===== config.mk =====
export PLATFORM = sky130hd
export DESIGN_NAME = branch_unit_flat
export DESIGN_NICKNAME = d
export VERILOG_FILES = /design/src/rtl/branch_unit_if.sv /design/src/rtl/branch_unit.sv /design/src/flat_wrapper.sv
export SDC_FILE = /design/constraint.sdc
export NUM_CORES = 1
export LEC_CHECK = 0
export BUFFER_PORTS_ARGS = -buffer_cell sky130_fd_sc_hd__buf_2
export CORE_UTILIZATION = 43
export DETAILED_ROUTE_END_ITERATION = 10
export GPL_TIMING_DRIVEN = 0
export PLACE_DENSITY = 0.73
export RECOVER_POWER = 50
export REMOVE_ABC_BUFFERS = 1
export SLEW_MARGIN = 20
export SYNTH_ARGS = -nofsm -noshare
export SYNTH_HDL_FRONTEND = slang
export SYNTH_SLANG_ARGS = --single-unit

===== constraint.sdc =====
create_clock -name clk -period 2.35 [get_ports clk]
set_input_delay 0.1175 -clock clk [delete_from_list [all_inputs] [get_ports clk]]
set_output_delay 0.1175 -clock clk [all_outputs]
set_load 0.02 [all_outputs]

===== src/rtl/branch_unit_if.sv =====
// Resolve/predict/redirect bundle between EX, IF PC-select and the branch unit.
// master drives requests and observes results; slave is the branch unit itself.
interface branch_unit_if #(
  parameter int unsigned WORD_SIZE = 16
);
  logic [WORD_SIZE-1:0] pred_pc;
  logic                 pred_taken;
  logic                 res_valid;
  logic [3:0]           res_opcode;
  logic [WORD_SIZE-1:0] res_a;
  logic [WORD_SIZE-1:0] res_b;
  logic [WORD_SIZE-1:0] res_pc;
  logic [WORD_SIZE-1:0] res_pc_next;
  logic [WORD_SIZE-1:0] res_target;
  logic                 res_pred_taken;
  logic                 flush;
  logic                 out_valid;
  logic                 bcond;
  logic                 mispredict;
  logic [WORD_SIZE-1:0] redirect_pc;
  logic [WORD_SIZE-1:0] br_count;
  logic [WORD_SIZE-1:0] mp_count;

  modport master (
    output pred_pc, res_valid, res_opcode, res_a, res_b, res_pc, res_pc_next,
           res_target, res_pred_taken, flush,
    input  pred_taken, out_valid, bcond, mispredict, redirect_pc, br_count, mp_count
  );

  modport slave (
    input  pred_pc, res_valid, res_opcode, res_a, res_b, res_pc, res_pc_next,
           res_target, res_pred_taken, flush,
    output pred_taken, out_valid, bcond, mispredict, redirect_pc, br_count, mp_count
  );
endinterface


===== src/rtl/branch_unit.sv =====
// Branch resolution with a direct-mapped 2-bit counter predictor, registered
// outcome/redirect, and saturating branch/mispredict statistics.
module branch_unit #(
  parameter int unsigned WORD_SIZE = 16,
  parameter int unsigned BHT_DEPTH = 16
) (
  input logic          clk,
  input logic          reset,
  branch_unit_if.slave bus
);
  localparam int unsigned IDX_BITS = (BHT_DEPTH > 1) ? $clog2(BHT_DEPTH) : 1;

  localparam logic [3:0] OP_BNE = 4'd0;
  localparam logic [3:0] OP_BEQ = 4'd1;
  localparam logic [3:0] OP_BGZ = 4'd2;
  localparam logic [3:0] OP_BLZ = 4'd3;

  logic [1:0]          bht [BHT_DEPTH];
  logic [IDX_BITS-1:0] pred_idx;
  logic [IDX_BITS-1:0] res_idx;
  logic                cond_c;
  logic                is_branch_c;
  logic                accept_c;
  logic                mispred_c;
  logic [1:0]          ctr_cur;
  logic [1:0]          ctr_next;
  logic                unused_pc_bits;

  assign pred_idx       = bus.pred_pc[IDX_BITS-1:0];
  assign res_idx        = bus.res_pc[IDX_BITS-1:0];
  assign unused_pc_bits = ^{bus.pred_pc[WORD_SIZE-1:IDX_BITS], bus.res_pc[WORD_SIZE-1:IDX_BITS]};

  // No bypass: prediction always reflects the table before this cycle's update.
  assign bus.pred_taken = bht[pred_idx][1];

  // Branch condition evaluation; res_b only matters for the compare forms.
  always_comb begin
    cond_c      = 1'b0;
    is_branch_c = 1'b1;
    case (bus.res_opcode)
      OP_BNE:  cond_c = (bus.res_a != bus.res_b);
      OP_BEQ:  cond_c = (bus.res_a == bus.res_b);
      OP_BGZ:  cond_c = !bus.res_a[WORD_SIZE-1] && (bus.res_a != '0);
      OP_BLZ:  cond_c = bus.res_a[WORD_SIZE-1];
      default: is_branch_c = 1'b0;
    endcase
  end

  assign accept_c  = bus.res_valid && is_branch_c && !bus.flush;
  assign mispred_c = cond_c ^ bus.res_pred_taken;

  // Saturating move of the resolved entry toward the actual outcome.
  always_comb begin
    ctr_cur  = bht[res_idx];
    ctr_next = ctr_cur;
    if (cond_c) begin
      if (ctr_cur != 2'b11) ctr_next = ctr_cur + 2'd1;
    end else begin
      if (ctr_cur != 2'b00) ctr_next = ctr_cur - 2'd1;
    end
  end

  always_ff @(posedge clk) begin
    if (reset) begin
      for (int unsigned i = 0; i < BHT_DEPTH; i++) begin
        bht[IDX_BITS'(i)] <= 2'b01;
      end
    end else if (accept_c) begin
      bht[res_idx] <= ctr_next;
    end
  end

  // Result registers hold their last value between accepts.
  always_ff @(posedge clk) begin
    if (reset) begin
      bus.out_valid   <= 1'b0;
      bus.bcond       <= 1'b0;
      bus.mispredict  <= 1'b0;
      bus.redirect_pc <= '0;
      bus.br_count    <= '0;
      bus.mp_count    <= '0;
    end else begin
      bus.out_valid <= accept_c;
      if (accept_c) begin
        bus.bcond       <= cond_c;
        bus.mispredict  <= mispred_c;
        bus.redirect_pc <= cond_c ? bus.res_target : bus.res_pc_next;
        if (bus.br_count != '1) bus.br_count <= bus.br_count + WORD_SIZE'(1);
        if (mispred_c && (bus.mp_count != '1)) bus.mp_count <= bus.mp_count + WORD_SIZE'(1);
      end
    end
  end
endmodule


===== src/flat_wrapper.sv =====
// flat-port wrapper written by rule: the top's interface ports become plain ports
module branch_unit_flat 
#(
  parameter int unsigned WORD_SIZE = 16,
  parameter int unsigned BHT_DEPTH = 16
)
  (clk, reset, bus_pred_pc, bus_res_valid, bus_res_opcode, bus_res_a, bus_res_b, bus_res_pc, bus_res_pc_next, bus_res_target, bus_res_pred_taken, bus_flush, bus_pred_taken, bus_out_valid, bus_bcond, bus_mispredict, bus_redirect_pc, bus_br_count, bus_mp_count);
  branch_unit_if #(.WORD_SIZE(WORD_SIZE)) bus_i ();
  input logic clk;
  input logic reset;
  input wire logic [$bits(bus_i.pred_pc)-1:0] bus_pred_pc;
  input wire logic [$bits(bus_i.res_valid)-1:0] bus_res_valid;
  input wire logic [$bits(bus_i.res_opcode)-1:0] bus_res_opcode;
  input wire logic [$bits(bus_i.res_a)-1:0] bus_res_a;
  input wire logic [$bits(bus_i.res_b)-1:0] bus_res_b;
  input wire logic [$bits(bus_i.res_pc)-1:0] bus_res_pc;
  input wire logic [$bits(bus_i.res_pc_next)-1:0] bus_res_pc_next;
  input wire logic [$bits(bus_i.res_target)-1:0] bus_res_target;
  input wire logic [$bits(bus_i.res_pred_taken)-1:0] bus_res_pred_taken;
  input wire logic [$bits(bus_i.flush)-1:0] bus_flush;
  output wire logic [$bits(bus_i.pred_taken)-1:0] bus_pred_taken;
  output wire logic [$bits(bus_i.out_valid)-1:0] bus_out_valid;
  output wire logic [$bits(bus_i.bcond)-1:0] bus_bcond;
  output wire logic [$bits(bus_i.mispredict)-1:0] bus_mispredict;
  output wire logic [$bits(bus_i.redirect_pc)-1:0] bus_redirect_pc;
  output wire logic [$bits(bus_i.br_count)-1:0] bus_br_count;
  output wire logic [$bits(bus_i.mp_count)-1:0] bus_mp_count;
  assign bus_i.pred_pc = bus_pred_pc;
  assign bus_i.res_valid = bus_res_valid;
  assign bus_i.res_opcode = bus_res_opcode;
  assign bus_i.res_a = bus_res_a;
  assign bus_i.res_b = bus_res_b;
  assign bus_i.res_pc = bus_res_pc;
  assign bus_i.res_pc_next = bus_res_pc_next;
  assign bus_i.res_target = bus_res_target;
  assign bus_i.res_pred_taken = bus_res_pred_taken;
  assign bus_i.flush = bus_flush;
  assign bus_pred_taken = bus_i.pred_taken;
  assign bus_out_valid = bus_i.out_valid;
  assign bus_bcond = bus_i.bcond;
  assign bus_mispredict = bus_i.mispredict;
  assign bus_redirect_pc = bus_i.redirect_pc;
  assign bus_br_count = bus_i.br_count;
  assign bus_mp_count = bus_i.mp_count;
  branch_unit #(.WORD_SIZE(WORD_SIZE), .BHT_DEPTH(BHT_DEPTH)) u_core (.clk(clk), .reset(reset), .bus(bus_i));
endmodule

==> results of run 1 <==
==> logic make-up (layout without fill, tap and decap cells) <==
logic type | Yosys count | count (layout) | share of synthesized area, %
xor+xnor | 28 | 28 | 5.39
compound gates | 47 | 47 | 7.89
simple gates | 253 | 253 | 27.4
fa+ha+maj | 4 | 4 | 1.02
buf+inv | 29 | 163 | 2.80
mux | 35 | 35 | 12.0
flops | 83 | 83 | 43.5
==> tightest hold or removal path: stages <==
cell      delay [ns]
buf_2           0.10
nand2_1         0.04
a311oi_1        0.07
==> layout make-up <==
type,instances,area share (%)
Multi-Input combinational cell,367,45.1
Sequential cell,83,35.4
Timing Repair Buffer,141,12.1
Clock buffer,13,3.24
Tap cell,136,3.04
Clock inverter,3,0.738
Inverter,6,0.403
==> report_power, final <==
group          switching [W]  internal, W  total, W
clock               0.000532     0.000621   0.00115
combinational       0.000211     0.000164  0.000375
sequential         0.0000128      0.00151   0.00152
total               0.000756      0.00230   0.00305
==> worst max-delay path by stage <==
stage | startpoint | end | slack [ns] | cells past startpoint
after floorplan | bus_flush | u_core.bus.br_count[12] | -2.33 | 6
after global placement | bus_res_opcode[2] | u_core.bus.br_count[14] | -4.42 | 7
after detailed placement | bus_res_a[10] | u_core.bht[12][1] | -0.57 | 8
after CTS | u_core.bht[3][1] | u_core.bht[8][0] | 0.02 | 5
after global routing | bus_res_opcode[3] | u_core.bht[11][0] | -0.05 | 6
final | bus_res_opcode[3] | u_core.bht[11][0] | 0.07 | 6
==> what timing repair did <==
item | in CTS | in global routing
resized for setup | 6 | 8
setup buffers | 0 | 5
pin swaps | 0 | 5
setup endpoints to repair | 24 | 38
hold buffers | 0 | 0
==> layout by cell type (no fill, tap or decap), types with 9 or more instances in the layout <==
master	instances
a311oi_1	16
buf_2	83
clkbuf_1	52
clkbuf_8	9
dfxtp_1	50
edfxtp_1	32
mux2_1	11
mux4_2	14
nand2_1	64
nand2b_1	20
nand3_1	25
nand4_1	10
nor2_1	66
nor2b_1	16
nor3_1	11
xnor2_1	24
==> state kept, by name, indices dropped and copies added (netlist names) <==
register / flops
u_core.bus.redirect_pc: 16
u_core.bus.br_count: 16
u_core.bus.out_valid: 1
u_core.bht: 32
u_core.bus.mp_count: 16
u_core.bus.mispredict: 1
u_core.bus.bcond: 1
==> metal layers <==
metal	routed length [µm]	up-vias	track usage (%)	share of wire (%)
met5	0	-	0	0
met4	201	0	8.55	1.9
met3	529	17	4.43	4.9
met2	5350	109	35.1	50
met1	4710	1846	23.9	44
li1	-	1991	-	-
==> per-stage QoR <==
step / util (%) / total power (W) / TNS (ns)
3_3_place_gp: 51.4 / 0.00191 / -121.91
3_5_place_dp: 51.7 / 0.00192 / -20.65
4_1_cts: 54.1 / 0.00307 / 0
6_report: 54.4 / 0.00305 / 0
5_1_grt: 54.4 / 0.00318 / -0.268
2_1_floorplan: - / 0.00174 / -46.26
==> run metrics, run 1 <==
Crit Path Class input port to register; max incr delay on CP 1.05 ns; GP Congestion 0.820; NumNets Final 715; Reg2Reg Depth 8; Worst R2R End u_core.bus.mp_count[13]; drt first pass iters 5; Main synth FF type dfxtp_1; CP startpoint kind input port; most common library cells after synthesis nor2_1 (67), nand2_1 (64), dfxtp_1 (51); first-pass GRT wire length 17700 µm; Num CTS Buffers 9; CP Buf/Inv Count 1; Async S/R FF share, synth 0%; biggest fanout along the worst timing path 7; worst hold path class input port to register; worst-skew pair later-pin latency 0.36 ns; layout cells sized above 1 23.2%; Final min period 2.28 ns; final setup margin 0.0735 ns; clk sinks 83; worst-path cell with the longest stage delay nor4b_1; final worst-path cycle share 96.9%; RSZ-0062 raised after global routing yes; CTS root buf clkbuf_8; number of I/O pins 157; Worst EP required 2.42 ns; crit-path cells clkbuf_1 -> nor2_1 -> nand3b_1 -> nor4b_1 -> nand3_1 -> nand2b_1; Fin Clk Skew 0.0100 ns; ANT nets after route 0; leak pwr 2.02 nW; Synth Instances 479; fmax 439 MHz; Post-synth EDFFs 32; DR vias/cell 5.29; PwrDens 546 nW/µm²; Fin Hold WS 0.0131 ns; Yosys cell types 50; Final Hold Fails 0; PortBufs 132; area of the multi-input gates 2520 µm²; critical path endpoint category register; CP Data Arrival Time 2.34 ns; Initial Utilization 44.3%; HPWL Detailed 7990 µm; DRC viols 0; vias post-DR 3963; TritonCTS clock tree done; die area 11000 µm²; fill count 970; hold path startpoint bus_res_pc_next[7]; Yosys reg bits 83; Slew Limit Fails 0; buffer depth of the longest clock path 2; placed cells 728; top-area cell type share of the netlist area 22.4%; placed cell area 5310 µm²; final setup fails 0; core area 10300 µm²; outcome finished, final reports clean; Die Wd 105 µm; Seq/Total Area, Yosys 43.5%; register area 1980 µm²; Synth area leaders dfxtp_1 (22%), edfxtp_1 (21%), mux4_2 (6.9%); Critical R2R Launch u_core.bus.mp_count[0]; Max Cap Viol 0; initial antenna violation count 0; Antenna diodes 0; WL final 10800 µm; post-route cell area 5600 µm²; Worst-path clk slew 0.09 ns; Hold Crit Depth 3; synthesized area 4550 µm²; Mapped Avg Cell Area 9.50 µm²; vias in the first global route 3858; maximum vdd drop 0.291 mV; site row count 37; Die Span Y 105 µm; actual slew at the worst max-slew pin 1.12 ns; delay-heaviest family, CP simple AND/OR/NAND/NOR gates; Iter 0 DRT Violations 171; GRT Util Overall 20.1%; Area Growth Syn to Fin 22.9%; YS warnings 0; area leader, netlist dfxtp_1; per-cell routed wire length 14.4 µm; GR Overflow Total 0; final non-filler cell total 749; H-tree depth 3; pin count of the biggest net entering global routing 82; WHS Endpoint u_core.bus.redirect_pc[7]; dpl ws -0.568 ns; leading cell type by number of instances after synthesis nor2_1; Reg2Reg Setup Slack 0.08 ns; Max-Slew Margin vs Limit 24.1%
Power figures use the tool's default switching activity.
==> inputs of run 2 (changes only) <==
--- a/config.mk
+++ b/config.mk
@@ -10,7 +10,6 @@
 export DETAILED_ROUTE_END_ITERATION = 10
 export GPL_TIMING_DRIVEN = 0
 export PLACE_DENSITY = 0.73
-export RECOVER_POWER = 50
 export REMOVE_ABC_BUFFERS = 1
 export SLEW_MARGIN = 20
 export SYNTH_ARGS = -nofsm -noshare
==> run 2 against run 1 <==
  * Non-clock buffer count unchanged
  * Largest cell class unchanged
  * Register-to-register slack about the same
  * Routed wire length about the same
  * Sequential share of layout area decreased by 0.39 points
  * Combinational power about the same
  * Highest routed layer unchanged
  * Count of clock-buffer cells in the layout unchanged
  * Total power increased by 0.31%
  * Via count increased by 0.13%
==> run metrics, run 2 (synthesis gave the netlist of run 1 again) <==
WL final 10800 µm; commonest cells after routing, fill and taps aside buf_2 (133), nor2_1 (66), nand2_1 (64), dfxtp_1 (50), edfxtp_1 (32); drt first pass iters 4; NumNets Final 715; site row count 37; H-tree depth 3; PwrDens 541 nW/µm²; biggest fanout along the worst timing path 7; outcome finished, final reports clean; GP Congestion 0.820; post-layout util 55.1%; hold buffers post-CTS 0; Top reg by flops u_core.bht; fmax 439 MHz; final setup margin 0.0732 ns; Fin Hold WS 0.0125 ns; Final Hold Fails 0; maximum vdd drop 0.281 mV; CP startpoint kind input port; fill count 948; Antenna diodes 0; buffer depth of the longest clock path 2; HPWL Detailed 7990 µm; core area 10300 µm²; Max-Slew Margin vs Limit 23.7%; ANT nets after route 0; per-cell routed wire length 14.4 µm; GRT Util Overall 20.1%; dpl ws -0.568 ns; die area 11000 µm²; commonest non-fill, non-tap cell in the layout buf_2; CP Data Arrival Time 2.35 ns; GR Overflow Total 0; Slew Limit Fails 0; Initial Utilization 44.3%; Fin Clk Skew 0.00979 ns; RSZ-0062 raised after global routing yes; worst-skew pair later-pin latency 0.36 ns; TritonCTS clock tree done; Die Wd 105 µm; worst hold path class input port to register; CTS root buf clkbuf_8; leak pwr 2.23 nW; number of I/O pins 157; initial antenna violation count 0; Worst EP required 2.42 ns; max reg flops 32; clk sinks 83; Final min period 2.28 ns; PortBufs 132; first-pass GRT wire length 17700 µm; Worst-path clk slew 0.09 ns; Max Cap Viol 0; DRC viols 0; vias in the first global route 3858; total power 0.00306 W; Num CTS Buffers 9; Reg2Reg Setup Slack 0.09 ns; layout cells sized above 1 31.3%; Crit Path Class input port to register; final worst-path cycle share 96.9%; Area Growth Syn to Fin 24.3%; critical path endpoint category register; pin count of the biggest net entering global routing 82; final setup fails 0; Iter 0 DRT Violations 160; Die Span Y 105 µm; vias post-DR 3968; actual slew at the worst max-slew pin 1.13 ns; DR vias/cell 5.30
run 2: cell type report:
cell class              count  area [µm²]  area share (%)
clock inverters             3        41.3           0.730
flip-flops and latches     83        1980            35.1
well taps                 136         170            3.01
repair buffers            141         738            13.0
inverters                   6        22.5           0.398
multi-input cells         367        2520            44.6
clock buffers              13         181            3.21
run 2: per-layer routing:
| layer | wire length (µm) | part of all wire [%] | GRT usage, % |
|---|---|---|---|
| met5 | 0 | 0 | 0 |
| met1 | 4700 | 44 | 23.9 |
| met2 | 5340 | 49 | 35.1 |
| met3 | 554 | 5.1 | 4.43 |
| met4 | 200 | 1.9 | 8.55 |
run 2: report_power, final:
| group | leakage (nW) | total, W | switching, W | internal (W) |
|---|---|---|---|---|
| clock network | 0.114 | 0.00116 | 0.000539 | 0.000621 |
| logic | 1.43 | 0.000378 | 0.000211 | 0.000167 |
| registers | 0.689 | 0.00152 | 0.0000125 | 0.00151 |
| total | 2.23 | 0.00306 | 0.000762 | 0.00230 |
run 2: final timing paths:
check	to	depth (start not counted)	startpoint
max	u_core.bht[11][0]	6	bus_res_opcode[3]
min	u_core.bus.redirect_pc[7]	3	bus_res_pc_next[7]
max reg2reg	u_core.bus.mp_count[13]	8	u_core.bus.mp_count[1]
min reg2reg	u_core.bus.mispredict	2	u_core.bus.mispredict
run 2: critical path, stage by stage:
cell	delay, ns
buf_2	0.12
nor2_1	0.21
nand3b_1	0.42
nor4b_1	1.06
nand3_1	0.23
nand2b_1	0.17
run 2: through the flow:
stage | setup TNS (ns) | std cells | instance area (µm²)
6_report | 0 | 749 | 5660
4_1_cts | 0 | 744 | 5560
5_1_grt | -0.227 | 749 | 5660
3_5_place_dp | -20.65 | 728 | 5310
2_1_floorplan | -46.26 | 456 | 4450
3_3_place_gp | -121.91 | 724 | 5280
run 2: timing repair:
| item | 4_1_cts | 5_1_grt |
|---|---|---|
| endpoints found under the setup margin | 24 | 38 |
| buffers inserted | 0 | 5 |
| gates resized for setup | 6 | 8 |
| pin swaps | 0 | 5 |
